--- config.mk ---
export PLATFORM = sky130hd
export DESIGN_NAME = ext_sync_gen
export DESIGN_NICKNAME = d
export VERILOG_FILES = /design/src/rtl/ext_sync_pkg.sv /design/src/rtl/ext_sync_gen_div.sv /design/src/rtl/ext_sync_gen.sv
export SDC_FILE = /design/constraint.sdc
export NUM_CORES = 1
export LEC_CHECK = 0
export CAP_MARGIN = 10
export CORE_MARGIN = 3
export CORE_UTILIZATION = 35
export CTS_CLUSTER_SIZE = 25
export DETAILED_ROUTE_END_ITERATION = 16
export DONT_BUFFER_PORTS = 1
export HOLD_SLACK_MARGIN = 0.1
export REMOVE_ABC_BUFFERS = 1
export SETUP_SLACK_MARGIN = 0.3
export SYNTH_ARGS = -nofsm -noshare
export SYNTH_HDL_FRONTEND = slang
export SYNTH_SLANG_ARGS = --single-unit
export TNS_END_PERCENT = 1
--- constraint.sdc ---
create_clock -name clk -period 6.5 [get_ports clk]
set_input_delay 0.65 -clock clk [delete_from_list [all_inputs] [get_ports clk]]
set_output_delay 0.65 -clock clk [all_outputs]
set_load 0.01 [all_outputs]
--- src/rtl/ext_sync_pkg.sv ---
// ---------------------------------------------------------------------------
// ext_sync_pkg
// Shared definitions for the quadrature path-sensor emulator:
//   - state_e             : controller states (IDLE, RUN, SETTLE)
//   - phase_to_ab()       : 2-bit phase to {A,B} Gray lookup
//   - DP_STEP_DIV_DEFAULT : default clocks-per-step minus one
// ---------------------------------------------------------------------------
package ext_sync_pkg;

    // Slightly slower than the counter's acceptance rate of 16'h927C at 75 MHz
    localparam logic [15:0] DP_STEP_DIV_DEFAULT = 16'h9480;

    typedef enum logic [1:0] {
        IDLE   = 2'd0,
        RUN    = 2'd1,
        SETTLE = 2'd2
    } state_e;

    // Phase 0..3 -> {A,B} = 00, 10, 11, 01; adjacent phases differ in one bit
    function automatic logic [1:0] phase_to_ab(input logic [1:0] phase);
        logic [1:0] ab;
        case (phase)
            2'd0:    ab = 2'b00;
            2'd1:    ab = 2'b10;
            2'd2:    ab = 2'b11;
            2'd3:    ab = 2'b01;
            default: ab = 2'b00;
        endcase
        return ab;
    endfunction

endpackage

--- src/rtl/ext_sync_gen_div.sv ---
// ---------------------------------------------------------------------------
// ext_sync_gen_div
// Step-period divider. Counts 0..DIV_MAX while enabled and wraps to 0 after
// the terminal count. A clear holds the count at 0.
// Ports:
//   clk, rst_n : clock, asynchronous active-low reset
//   clr        : synchronous clear (count <= 0), has priority over en
//   en         : count enable
//   tc         : terminal count, high while enabled and count == DIV_MAX
// ---------------------------------------------------------------------------
module ext_sync_gen_div #(
    parameter logic [15:0] DIV_MAX = 16'h9480
) (
    input  logic clk,
    input  logic rst_n,
    input  logic clr,
    input  logic en,
    output logic tc
);

    logic [15:0] cnt_r;
    logic        at_max_s;

    // Terminal-count decode
    always_comb begin
        at_max_s = (cnt_r == DIV_MAX);
        tc       = en & at_max_s;
    end

    // Period counter: clear, wrap at terminal count, or advance
    always_ff @(posedge clk or negedge rst_n) begin
        if (!rst_n) begin
            cnt_r <= 16'd0;
        end else if (clr) begin
            cnt_r <= 16'd0;
        end else if (en) begin
            if (at_max_s) begin
                cnt_r <= 16'd0;
            end else begin
                cnt_r <= cnt_r + 16'd1;
            end
        end else begin
            cnt_r <= cnt_r;
        end
    end

endmodule

--- src/rtl/ext_sync_gen.sv ---
// ---------------------------------------------------------------------------
// ext_sync_gen
// Quadrature path-sensor emulator. Walks the A/B lines one Gray step per
// STEP_DIV+1 clocks toward a commanded absolute position, then holds idle
// for SETTLE_PERIODS step periods before accepting the next command.
// Ports:
//   clk, rst_n        : 75 MHz clock, asynchronous active-low reset
//   i_cmd_valid       : target command valid (accepted with o_cmd_ready)
//   i_cmd_target[31:0]: absolute target position, modulo 2^32
//   o_cmd_ready       : high only in IDLE
//   i_set_valid       : preset position (IDLE only), A/B unchanged
//   i_set_pos[31:0]   : preset value
//   i_abort           : stop motion at the next period boundary
//   o_dp_a, o_dp_b    : emulated sensor channels, registered
//   o_position[31:0]  : current emulated position
//   o_busy            : high whenever not IDLE
// ---------------------------------------------------------------------------
module ext_sync_gen
    import ext_sync_pkg::*;
#(
    parameter logic [15:0] STEP_DIV       = DP_STEP_DIV_DEFAULT,
    parameter int unsigned SETTLE_PERIODS = 2
) (
    input  logic        clk,
    input  logic        rst_n,
    input  logic        i_cmd_valid,
    input  logic [31:0] i_cmd_target,
    output logic        o_cmd_ready,
    input  logic        i_set_valid,
    input  logic [31:0] i_set_pos,
    input  logic        i_abort,
    output logic        o_dp_a,
    output logic        o_dp_b,
    output logic [31:0] o_position,
    output logic        o_busy
);

    localparam logic [15:0] SETTLE_LAST = 16'(SETTLE_PERIODS - 1);

    state_e      state_r,  state_nxt_s;
    logic [1:0]  phase_r,  phase_nxt_s;
    logic [31:0] pos_r,    pos_nxt_s;
    logic [31:0] tgt_r,    tgt_nxt_s;
    logic [15:0] settle_r, settle_nxt_s;
    logic        abort_r,  abort_nxt_s;
    logic [1:0]  ab_r;
    logic        ready_r;
    logic        busy_r;

    logic        div_clr_s;
    logic        div_en_s;
    logic        div_tc_s;
    logic [31:0] base_pos_s;
    logic [31:0] diff_s;
    logic [31:0] step_pos_s;
    logic [1:0]  step_phase_s;

    // Divider is held at 0 in IDLE so the first step lands STEP_DIV+1 clocks after accept
    always_comb begin
        div_clr_s = (state_r == IDLE);
        div_en_s  = (state_r != IDLE);
    end

    ext_sync_gen_div #(
        .DIV_MAX (STEP_DIV)
    ) u_div (
        .clk   (clk),
        .rst_n (rst_n),
        .clr   (div_clr_s),
        .en    (div_en_s),
        .tc    (div_tc_s)
    );

    // Direction and candidate step: sign of target-position, 0x80000000 decrements
    always_comb begin
        diff_s = tgt_r - pos_r;
        if (diff_s[31]) begin
            step_pos_s   = pos_r - 32'd1;
            step_phase_s = phase_r - 2'd1;
        end else begin
            step_pos_s   = pos_r + 32'd1;
            step_phase_s = phase_r + 2'd1;
        end
    end

    // Controller next-state and datapath updates
    always_comb begin
        state_nxt_s  = state_r;
        phase_nxt_s  = phase_r;
        pos_nxt_s    = pos_r;
        tgt_nxt_s    = tgt_r;
        settle_nxt_s = settle_r;
        abort_nxt_s  = abort_r;
        base_pos_s   = pos_r;

        case (state_r)
            IDLE: begin
                abort_nxt_s  = 1'b0;
                settle_nxt_s = 16'd0;
                // A preset in the same cycle as a command is applied first
                if (i_set_valid) begin
                    base_pos_s = i_set_pos;
                end else begin
                    base_pos_s = pos_r;
                end
                pos_nxt_s = base_pos_s;
                if (i_cmd_valid) begin
                    tgt_nxt_s = i_cmd_target;
                    if (i_cmd_target == base_pos_s) begin
                        state_nxt_s = SETTLE;
                    end else begin
                        state_nxt_s = RUN;
                    end
                end else begin
                    state_nxt_s = IDLE;
                end
            end

            RUN: begin
                if (div_tc_s) begin
                    if (abort_r | i_abort) begin
                        state_nxt_s  = SETTLE;
                        settle_nxt_s = 16'd0;
                        abort_nxt_s  = 1'b0;
                    end else begin
                        phase_nxt_s = step_phase_s;
                        pos_nxt_s   = step_pos_s;
                        if (step_pos_s == tgt_r) begin
                            state_nxt_s  = SETTLE;
                            settle_nxt_s = 16'd0;
                        end else begin
                            state_nxt_s = RUN;
                        end
                    end
                end else begin
                    abort_nxt_s = abort_r | i_abort;
                end
            end

            SETTLE: begin
                if (div_tc_s) begin
                    if (settle_r == SETTLE_LAST) begin
                        state_nxt_s  = IDLE;
                        settle_nxt_s = 16'd0;
                    end else begin
                        settle_nxt_s = settle_r + 16'd1;
                    end
                end else begin
                    settle_nxt_s = settle_r;
                end
            end

            default: begin
                state_nxt_s = IDLE;
            end
        endcase
    end

    // State and output registers; A/B follow phase on the same edge
    always_ff @(posedge clk or negedge rst_n) begin
        if (!rst_n) begin
            state_r  <= IDLE;
            phase_r  <= 2'd0;
            pos_r    <= 32'd0;
            tgt_r    <= 32'd0;
            settle_r <= 16'd0;
            abort_r  <= 1'b0;
            ab_r     <= 2'b00;
            ready_r  <= 1'b1;
            busy_r   <= 1'b0;
        end else begin
            state_r  <= state_nxt_s;
            phase_r  <= phase_nxt_s;
            pos_r    <= pos_nxt_s;
            tgt_r    <= tgt_nxt_s;
            settle_r <= settle_nxt_s;
            abort_r  <= abort_nxt_s;
            ab_r     <= phase_to_ab(phase_nxt_s);
            ready_r  <= (state_nxt_s == IDLE);
            busy_r   <= (state_nxt_s != IDLE);
        end
    end

    // Output ports driven straight from registers
    always_comb begin
        o_dp_a      = ab_r[1];
        o_dp_b      = ab_r[0];
        o_position  = pos_r;
        o_cmd_ready = ready_r;
        o_busy      = busy_r;
    end

endmodule
==> results of run 1 <==
-- final timing paths --
kind	startpoint	endpoint	slack [ns]	cells after the start
max reg2reg	tgt_r[13]	settle_r[8]	0.42	23
min	rst_n	o_cmd_ready	0.13	0
min in group clk	i_cmd_target[0]	tgt_r[0]	0.41	2
max in group asynchronous	rst_n	o_busy	5.77	1
max	tgt_r[13]	settle_r[8]	0.42	23
min reg2reg	u_div.cnt_r[0]	u_div.cnt_r[0]	0.50	1
-- stage by stage --
step,instances,setup TNS (ns)
global route,1375,0
floorplan,972,-7.57
detailed placement,1350,0
global placement,1350,0
finish,1375,0
CTS,1369,0
-- what timing repair did --
item / in CTS / in global routing
cloned: 0 / 0
setup buffers: 2 / 6
pin swaps: 1 / 7
endpoints found under the hold margin: 104 / 0
hold buffers: 1 / 0
setup endpoints to repair: 18 / 18
gates resized for setup: 4 / 32
-- cell usage after synthesis (all sizes together) (3+ instances only) --
cell type / instances
a211oi: 8
a21boi: 5
a21o: 17
a21oi: 86
a22o: 3
a22oi: 5
a31oi: 8
and2: 3
and3: 9
buf: 11
clkbuf: 34
dfrtp: 104
ha: 67
inv: 50
mux2: 31
mux2i: 31
nand2: 72
nand2b: 10
nand3: 27
nand4: 21
nor2: 77
nor2b: 10
nor3: 21
nor3b: 9
nor4: 16
nor4b: 7
o211ai: 11
o21a: 10
o21ai: 76
o221ai: 3
o22ai: 23
or2: 8
or3: 9
or3b: 3
or4: 4
xnor2: 74
xnor3: 5
xor2: 21
-- worst max-delay path, cell delays in order (launching register included) --
cell	delay [ns]
dfrtp_1	0.45
ha_1	0.32
nand4_1	0.22
a211oi_2	0.24
o21ai_1	0.14
o2111ai_1	0.25
a211oi_2	0.11
buf_4	0.17
xnor2_4	0.20
xnor2_4	0.17
buf_4	0.19
fa_1	0.41
a21o_1	0.26
a221oi_4	0.30
buf_12	0.16
nor3_1	0.05
or3b_4	0.43
xor2_2	0.17
xor2_1	0.15
or4_1	0.59
or3b_4	0.41
o32ai_4	0.25
buf_12	0.19
a21oi_1	0.07
-- cell families (layout without fill, tap and decap cells) --
logic type | Yosys count | after routing | share of synthesized area [%]
fa+ha+maj | 68 | 68 | 9.75
compound gates | 278 | 278 | 20.0
buf+inv | 95 | 129 | 4.31
flops | 105 | 105 | 29.9
simple gates | 308 | 308 | 17.6
xor+xnor | 101 | 101 | 11.0
mux | 62 | 62 | 7.49
-- sequential cells by signal, summed over array words and instances (netlist names) --
| name | cells |
|---|---|
| ab_r | 2 |
| o_busy | 1 |
| state_r | 2 |
| o_position | 32 |
| phase_r | 2 |
| tgt_r | 32 |
| o_cmd_ready | 1 |
| settle_r | 16 |
| abort_r | 1 |
| u_div.cnt_r | 16 |
-- final cells by class --
type                            count  area [sq um]  area share [%]
Clock inverter                      4          53.8           0.537
Clock buffer                       12           236            2.36
Inverter                           50           188            1.87
Sequential cell                   105          2630            26.3
Timing Repair Buffer               63           531            5.30
Tap cell                          324           405            4.05
Multi-Input combinational cell    817          5970            59.6
-- per-layer routing --
| layer | vias to the layer above | routed length, um | global-route usage, % |
|---|---|---|---|
| li1 | 3747 | - | - |
| met1 | 3870 | 13100 | 30.5 |
| met2 | 299 | 12600 | 32.4 |
| met3 | 28 | 2340 | 4.14 |
| met4 | 0 | 480 | 4.69 |
| met5 | - | 0 | 0 |
==> flow_metrics.py, run 1 <==
metrics = {
    "sta": {
        "slew_headroom_pct": 30.4,
        "finClkSkew_ns": 0.0170,
        "period_share_pct": 93.6,
        "post-route-min-period_ns": 6.08,
        "worstMarginPinSlew_ns": 1.04,
        "fmax_mhz": 164,
        "setup_viol": 0,
        "worst_hold_slack_ns": 0.130,
        "setup_ws_ns": 0.417,
        "rsz0062_at_grt": "yes",
        "timing.final.max_slew_violations": 0,
        "hold_viol_final": 0,
    },
    "clock_network": {
        "clk_latency_ns": 0.37,
        "cts.clk_slew.worst_paths_ns": 0.08,
        "clkSinkCount": 105,
        "cts_tree": "done",
        "cts-root-buf": "clkbuf_16",
        "clockBufferDepth": 2,
        "numCtsBuffers": 9,
        "htree_levels": 3,
    },
    "placement": {
        "port_buffers": 0,
        "dpl-instance-area_sq_um": 9460,
        "dp_hpwl_mm": 21.6,
        "gp_congestion": 0.952,
        "pre_cts_slack_ns": 0.0836,
    },
    "synth": {
        "yosys.cell_types.count": 71,
        "synth_seq_cells": 105,
        "syn_avg_cell_area_sq_um": 8.65,
        "syn-instance-count": 1017,
        "yosys.area.top_type": "dfrtp_1",
        "netlist_area_sq_um": 8800,
        "ys.flop_type": "dfrtp_1",
        "synth_edf_count": 0,
        "synth-seq-area-share_pct": 29.9,
        "synth_warnings": 0,
        "yosysTopAreaCellShare_pct": 29.6,
        "synth-async-reset-ratio_pct": 100,
        "synth.area.top_cells": "dfrtp_1 (30%), ha_1 (9.5%), xnor2_1 (7.4%)",
    },
    "hold_path": {
        "hold_path.class": "in2async",
    },
    "outcome": {
        "run_status": "finished clean",
    },
    "routing": {
        "first_pass_iters": 5,
        "finalWirelength_mm": 28.5,
        "drc_errors": 0,
        "ant_nets": 0,
        "vias_per_cell": 5.78,
        "dr_total_vias": 7944,
        "drt_iter0_drc": 607,
        "wl_per_cell_um": 20.7,
    },
    "floorplanning": {
        "initial_core_util_pct": 35.9,
        "die_area_sq_um": 27100,
        "ios": 105,
        "core-area_sq_um": 24500,
        "die_h_um": 165,
        "die_x_um": 165,
        "row_count": 57,
    },
    "critical_path": {
        "crit_arrival_ns": 6.31,
        "crit_required_ns": 6.73,
        "cp-end-kind": "flip-flop",
        "critPathLaunchType": "flip-flop",
        "crit_type": "reg2reg",
        "cp_max_fo": 15,
    },
    "final_layout": {
        "syn2layout_area_growth_pct": 13.8,
        "final_cell_mix": "dfrtp_1 (101), a21oi_1 (80), nor2_1 (75)",
        "drive_gt1_share_pct": 15.0,
        "nFillCells": 2493,
        "post-route-util_pct": 40.8,
        "final_cell_area_sq_um": 10000,
        "final_common_cell": "dfrtp_1",
        "nNetsFinal": 1183,
        "num_antenna_cells": 0,
    },
    "global_route": {
        "grt_max_degree": 105,
        "grt_first_pass_wirelength_mm": 44.1,
        "grt-ovfl-total": 0,
        "antenna_found_initial": 0,
        "first_global_vias": 7518,
        "track_usage_pct": 21.0,
    },
    "run": {
        "maxCapViolCount": 0,
    },
}
Power of run 1 is left out: the tool's default activity adds up to more than one toggle a clock period on the data nets, which glitch-free logic cannot reach.
==> inputs of run 2 (changes only) <==
==> constraint.sdc (replaced) <==
create_clock -name clk -period 5.87 [get_ports clk]
set_input_delay 0.587 -clock clk [delete_from_list [all_inputs] [get_ports clk]]
set_output_delay 0.587 -clock clk [all_outputs]
set_load 0.01 [all_outputs]
==> flow_metrics.py, run 2 (same netlist as run 1, synthesis figures left out) <==
metrics = {
    "final_layout": {
        "syn2layout_area_growth_pct": 28.3,
        "final_cell_area_sq_um": 11300,
        "drive_gt1_share_pct": 26.9,
        "nNetsFinal": 1314,
        "num_antenna_cells": 0,
        "final_common_cell": "buf_4",
        "nFillCells": 2413,
        "post-route-util_pct": 46.0,
        "final_cell_mix": "buf_4 (186), dfrtp_1 (104), a21oi_1 (81)",
    },
    "floorplanning": {
        "core-area_sq_um": 24500,
        "die_area_sq_um": 27100,
        "initial_core_util_pct": 35.9,
        "ios": 105,
        "die_h_um": 165,
        "row_count": 57,
        "die_x_um": 165,
    },
    "clock_network": {
        "clk_latency_ns": 0.38,
        "cts-root-buf": "clkbuf_16",
        "clkSinkCount": 105,
        "numCtsBuffers": 9,
        "cts_tree": "done",
        "htree_levels": 3,
        "cts.clk_slew.worst_paths_ns": 0.09,
        "clockBufferDepth": 2,
    },
    "critical_path": {
        "r2r_cells": 23,
        "timing.rr.start": "tgt_r[30]",
        "crit_arrival_ns": 6.05,
        "r2r_end": "settle_r[4]",
        "cp_max_fo": 10,
        "crit_type": "reg2reg",
        "cp-end-kind": "flip-flop",
        "critPathLaunchType": "flip-flop",
        "endpoint": "settle_r[4]",
        "crit_required_ns": 6.10,
        "crit_start": "tgt_r[30]",
        "r2r_slack_ns": 0.05,
    },
    "routing": {
        "ant_nets": 0,
        "drc_errors": 0,
        "first_pass_iters": 8,
        "wl_per_cell_um": 19.9,
        "drt_iter0_drc": 721,
        "vias_per_cell": 5.54,
        "finalWirelength_mm": 30.0,
        "dr_total_vias": 8344,
    },
    "sta": {
        "timing.final.max_slew_violations": 0,
        "fmax_mhz": 172,
        "rsz0062_at_grt": "yes",
        "period_share_pct": 99.1,
        "hold_viol_final": 0,
        "worst_hold_slack_ns": 0.125,
        "worstMarginPinSlew_ns": 1.09,
        "slew_headroom_pct": 27.1,
        "finClkSkew_ns": 0.0141,
        "setup_viol": 0,
        "post-route-min-period_ns": 5.82,
    },
    "placement": {
        "dp_hpwl_mm": 22.9,
        "gp_congestion": 0.952,
        "dpl-instance-area_sq_um": 10400,
        "port_buffers": 0,
    },
    "global_route": {
        "grt_max_degree": 106,
        "antenna_found_initial": 0,
        "grt-ovfl-total": 0,
        "track_usage_pct": 22.4,
        "grt_first_pass_wirelength_mm": 46.9,
        "first_global_vias": 8344,
    },
    "run": {
        "maxCapViolCount": 0,
    },
    "outcome": {
        "run_status": "finished clean",
    },
    "hold_path": {
        "hold_path.class": "in2async",
    },
}
==> run 2: cell types whose count changed in the layout (fill, tap and decap cells not counted), moves of 3 or more <==
cell / previous run / this run
buf_4: 59 / 186
ha_4: 2 / 15
nor3_1: 21 / 16
or4_1: 4 / 1
ha_1: 62 / 51
nor3_2: 0 / 5
dfrtp_1: 101 / 104
dfrtp_2: 3 / 0
or4_4: 0 / 3
==> run 2: how the worst min path moves through the flow <==
stage | endpoint | depth (start not counted) | from
floorplan | ab_r[0] | 0 | rst_n
global placement | o_position[9] | 0 | rst_n
detailed placement | o_position[9] | 0 | rst_n
CTS | o_position[2] | 1 | rst_n
global route | o_position[2] | 1 | rst_n
finish | o_position[2] | 1 | rst_n
==> run 2: metal layers <==
| metal | GRT usage (%) | vias up | part of all wire (%) |
|---|---|---|---|
| met1 | 29.6 | 3970 | 44 |
| met4 | 7.24 | 0 | 3.1 |
| met5 | 0 | - | 0 |
| li1 | - | 4019 | - |
| met2 | 35.6 | 301 | 44 |
| met3 | 6.25 | 54 | 8.5 |
==> run 2: cell type report <==
type	instances	area, sq um	share of cell area (%)
clock buffers	10	229	2.03
clock inverters	6	57.6	0.510
inverters	50	188	1.66
multi-input cells	817	6220	55.1
flip-flops and latches	105	2630	23.3
well taps	324	405	3.59
repair buffers	194	1560	13.8
==> run 2: critical path: stages (launching register included) <==
cell and delay [ns]:
dfrtp_1 0.41, ha_1 0.30, nand3_1 0.12, or3_1 0.44, a211oi_2 0.30, a211oi_4 0.12, xnor2_2 0.27, xnor2_4 0.10
buf_12 0.16, buf_12 0.15, buf_12 0.14, ha_4 0.28, nand2_4 0.06, or3_4 0.36, or4_4 0.41, o211ai_1 0.17
a21boi_2 0.11, xnor3_1 0.19, or4_4 0.54, or3b_4 0.42, o32ai_4 0.25, buf_12 0.16, buf_12 0.11, a21oi_1 0.07
==> run 2: what timing repair did <==
item	in CTS	in global routing
cloned	1	0
hold buffers	1	0
endpoints found under the setup margin	18	18
pin swaps	26	15
setup buffers	14	3
resized for setup	46	19
endpoints found under the hold margin	105	0
==> run 2: metrics by stage <==
stage / instances / worst slack, ns / setup TNS (ns)
4_1_cts: 1503 / -0.0357 / -0.329
5_1_grt: 1506 / -0.208 / -3.20
3_5_place_dp: 1471 / -0.561 / -9.75
6_report: 1506 / 0.0548 / 0
3_3_place_gp: 1471 / -0.490 / -8.61
2_1_floorplan: 972 / -1.12 / -18.91
Power of run 2 is left out for the same reason.
==> inputs of run 3 (changes only) <==
--- a/config.mk
+++ b/config.mk
@@ -7,11 +7,12 @@
 export LEC_CHECK = 0
 export CAP_MARGIN = 10
 export CORE_MARGIN = 3
-export CORE_UTILIZATION = 35
+export CORE_UTILIZATION = 64
 export CTS_CLUSTER_SIZE = 25
 export DETAILED_ROUTE_END_ITERATION = 16
 export DONT_BUFFER_PORTS = 1
 export HOLD_SLACK_MARGIN = 0.1
+export PLACE_DENSITY = 0.8
 export REMOVE_ABC_BUFFERS = 1
 export SETUP_SLACK_MARGIN = 0.3
 export SYNTH_ARGS = -nofsm -noshare
==> flow_metrics.py, run 3 (same netlist as run 1, synthesis figures left out) <==
metrics = {
    "final_layout": {
        "final_common_cell": "buf_4",
        "nNetsFinal": 1247,
        "num_antenna_cells": 0,
        "final_cell_mix": "buf_4 (118), dfrtp_1 (104), a21oi_1 (79)",
        "syn2layout_area_growth_pct": 19.2,
        "drive_gt1_share_pct": 20.9,
        "post-route-util_pct": 78.6,
    },
    "global_route": {
        "first_global_vias": 8216,
        "grt_max_degree": 106,
        "track_usage_pct": 37.7,
        "grt_first_pass_wirelength_mm": 44.3,
        "grt-ovfl-total": 0,
        "antenna_found_initial": 0,
    },
    "sta": {
        "timing.final.max_slew_violations": 0,
        "setup_ws_ns": -0.0432,
        "setup-tns-final_ns": -0.485,
        "post-route-min-period_ns": 5.91,
        "rsz0062_at_grt": "yes",
        "fmax_mhz": 169,
        "hold_viol_final": 0,
        "worstMarginPinSlew_ns": 0.946,
        "setup_viol": 14,
        "finClkSkew_ns": 0.0119,
        "slew_headroom_pct": 36.7,
        "period_share_pct": 101,
    },
    "critical_path": {
        "r2r_cells": 23,
        "timing.rr.start": "tgt_r[16]",
        "critPathLaunchType": "flip-flop",
        "cp_max_fo": 12,
        "cp-end-kind": "flip-flop",
        "crit_required_ns": 6.10,
        "r2r_end": "settle_r[13]",
        "r2r_slack_ns": -0.04,
        "crit_type": "reg2reg",
        "crit_arrival_ns": 6.15,
    },
    "floorplanning": {
        "row_count": 42,
        "core-area_sq_um": 13300,
        "initial_core_util_pct": 65.9,
        "die_area_sq_um": 15200,
        "ios": 105,
        "die_x_um": 123,
        "die_h_um": 123,
    },
    "placement": {
        "port_buffers": 0,
        "dp_hpwl_mm": 20.7,
        "gp_congestion": 0.992,
    },
    "clock_network": {
        "clkSinkCount": 105,
        "clockBufferDepth": 2,
        "clk_latency_ns": 0.36,
        "cts_tree": "done",
        "cts.clk_slew.worst_paths_ns": 0.08,
        "cts-root-buf": "clkbuf_16",
        "htree_levels": 3,
        "numCtsBuffers": 9,
    },
    "routing": {
        "ant_nets": 0,
        "vias_per_cell": 6.67,
        "first_pass_iters": 5,
        "finalWirelength_mm": 28.9,
        "wl_per_cell_um": 22.4,
        "drt_iter0_drc": 847,
        "dr_total_vias": 8602,
        "drc_errors": 0,
    },
    "hold_path": {
        "hold_path.class": "in2async",
    },
    "run": {
        "maxCapViolCount": 0,
    },
    "outcome": {
        "run_status": "finished, violations left",
        "violations": "setup timing",
    },
}
-- run 3: cell types whose count changed in the layout (fill, tap and decap cells not counted), moves of 3 or more --
cell      change
buf_12        -3
buf_4        -68
buf_6         +3
clkinv_4      -3
ha_1          +8
ha_4          -7
nor3_1        +5
nor3_2        -5
-- run 3: cell type report --
type | count | area [sq um]
tap | 176 | 220
clock buffer | 10 | 229
clock inverter | 5 | 87.6
fill | 945 | 2860
multi-input combinational | 817 | 6090
timing repair buffer | 127 | 1050
sequential | 105 | 2630
inverter | 50 | 188
-- run 3: stage by stage --
step                      setup WS, ns  hold WS, ns  area (sq um)  instances
after floorplan                  -1.12        0.291          8610        972
after global placement          -0.165        0.295          9650       1252
after detailed placement        -0.314        0.294          9650       1252
after CTS                       0.0164        0.197         10400       1286
after global routing            -0.211        0.145         10500       1290
final                          -0.0432        0.110         10500       1290
-- run 3: worst max-delay path: stages (launching register included) --
cell and delay [ns]:
dfrtp_1 0.43, ha_4 0.26, a21o_1 0.16, a21o_1 0.22
a21oi_4 0.28, buf_6 0.14, a211oi_2 0.07, a211oi_4 0.30
xnor2_2 0.13, xnor2_2 0.24, buf_12 0.18, ha_1 0.29
a21o_1 0.26, a311o_1 0.38, a31oi_2 0.21, o211ai_1 0.22
a21boi_2 0.20, xnor3_1 0.22, or4_4 0.53, or3b_4 0.43
o32ai_4 0.26, buf_6 0.16, buf_16 0.12, a21oi_1 0.06
-- run 3: worst max-delay path by stage --
stage,startpoint,to,slack (ns),cells past startpoint
3_5_place_dp,tgt_r[16],settle_r[1],-0.31,22
5_1_grt,o_position[16],settle_r[11],-0.21,24
4_1_cts,tgt_r[16],settle_r[11],0.02,23
2_1_floorplan,o_position[24],state_r[0],-1.12,21
6_report,tgt_r[16],settle_r[13],-0.04,23
3_3_place_gp,o_position[16],settle_r[1],-0.16,23
-- run 3: layer usage --
metal	track usage, %	part of all wire (%)
met3	8.19	9.7
met1	49.8	41
met2	60.2	45
met5	0	0
met4	15.4	4.3
-- run 3: what timing repair did --
item / 4_1_cts / 5_1_grt
cloned: 2 / 0
hold endpoints to repair: 105 / 0
resized for setup: 33 / 21
hold buffers: 1 / 0
buffers inserted: 16 / 4
pin swaps: 19 / 14
setup endpoints to repair: 18 / 18
Power of run 3 is left out for the same reason.
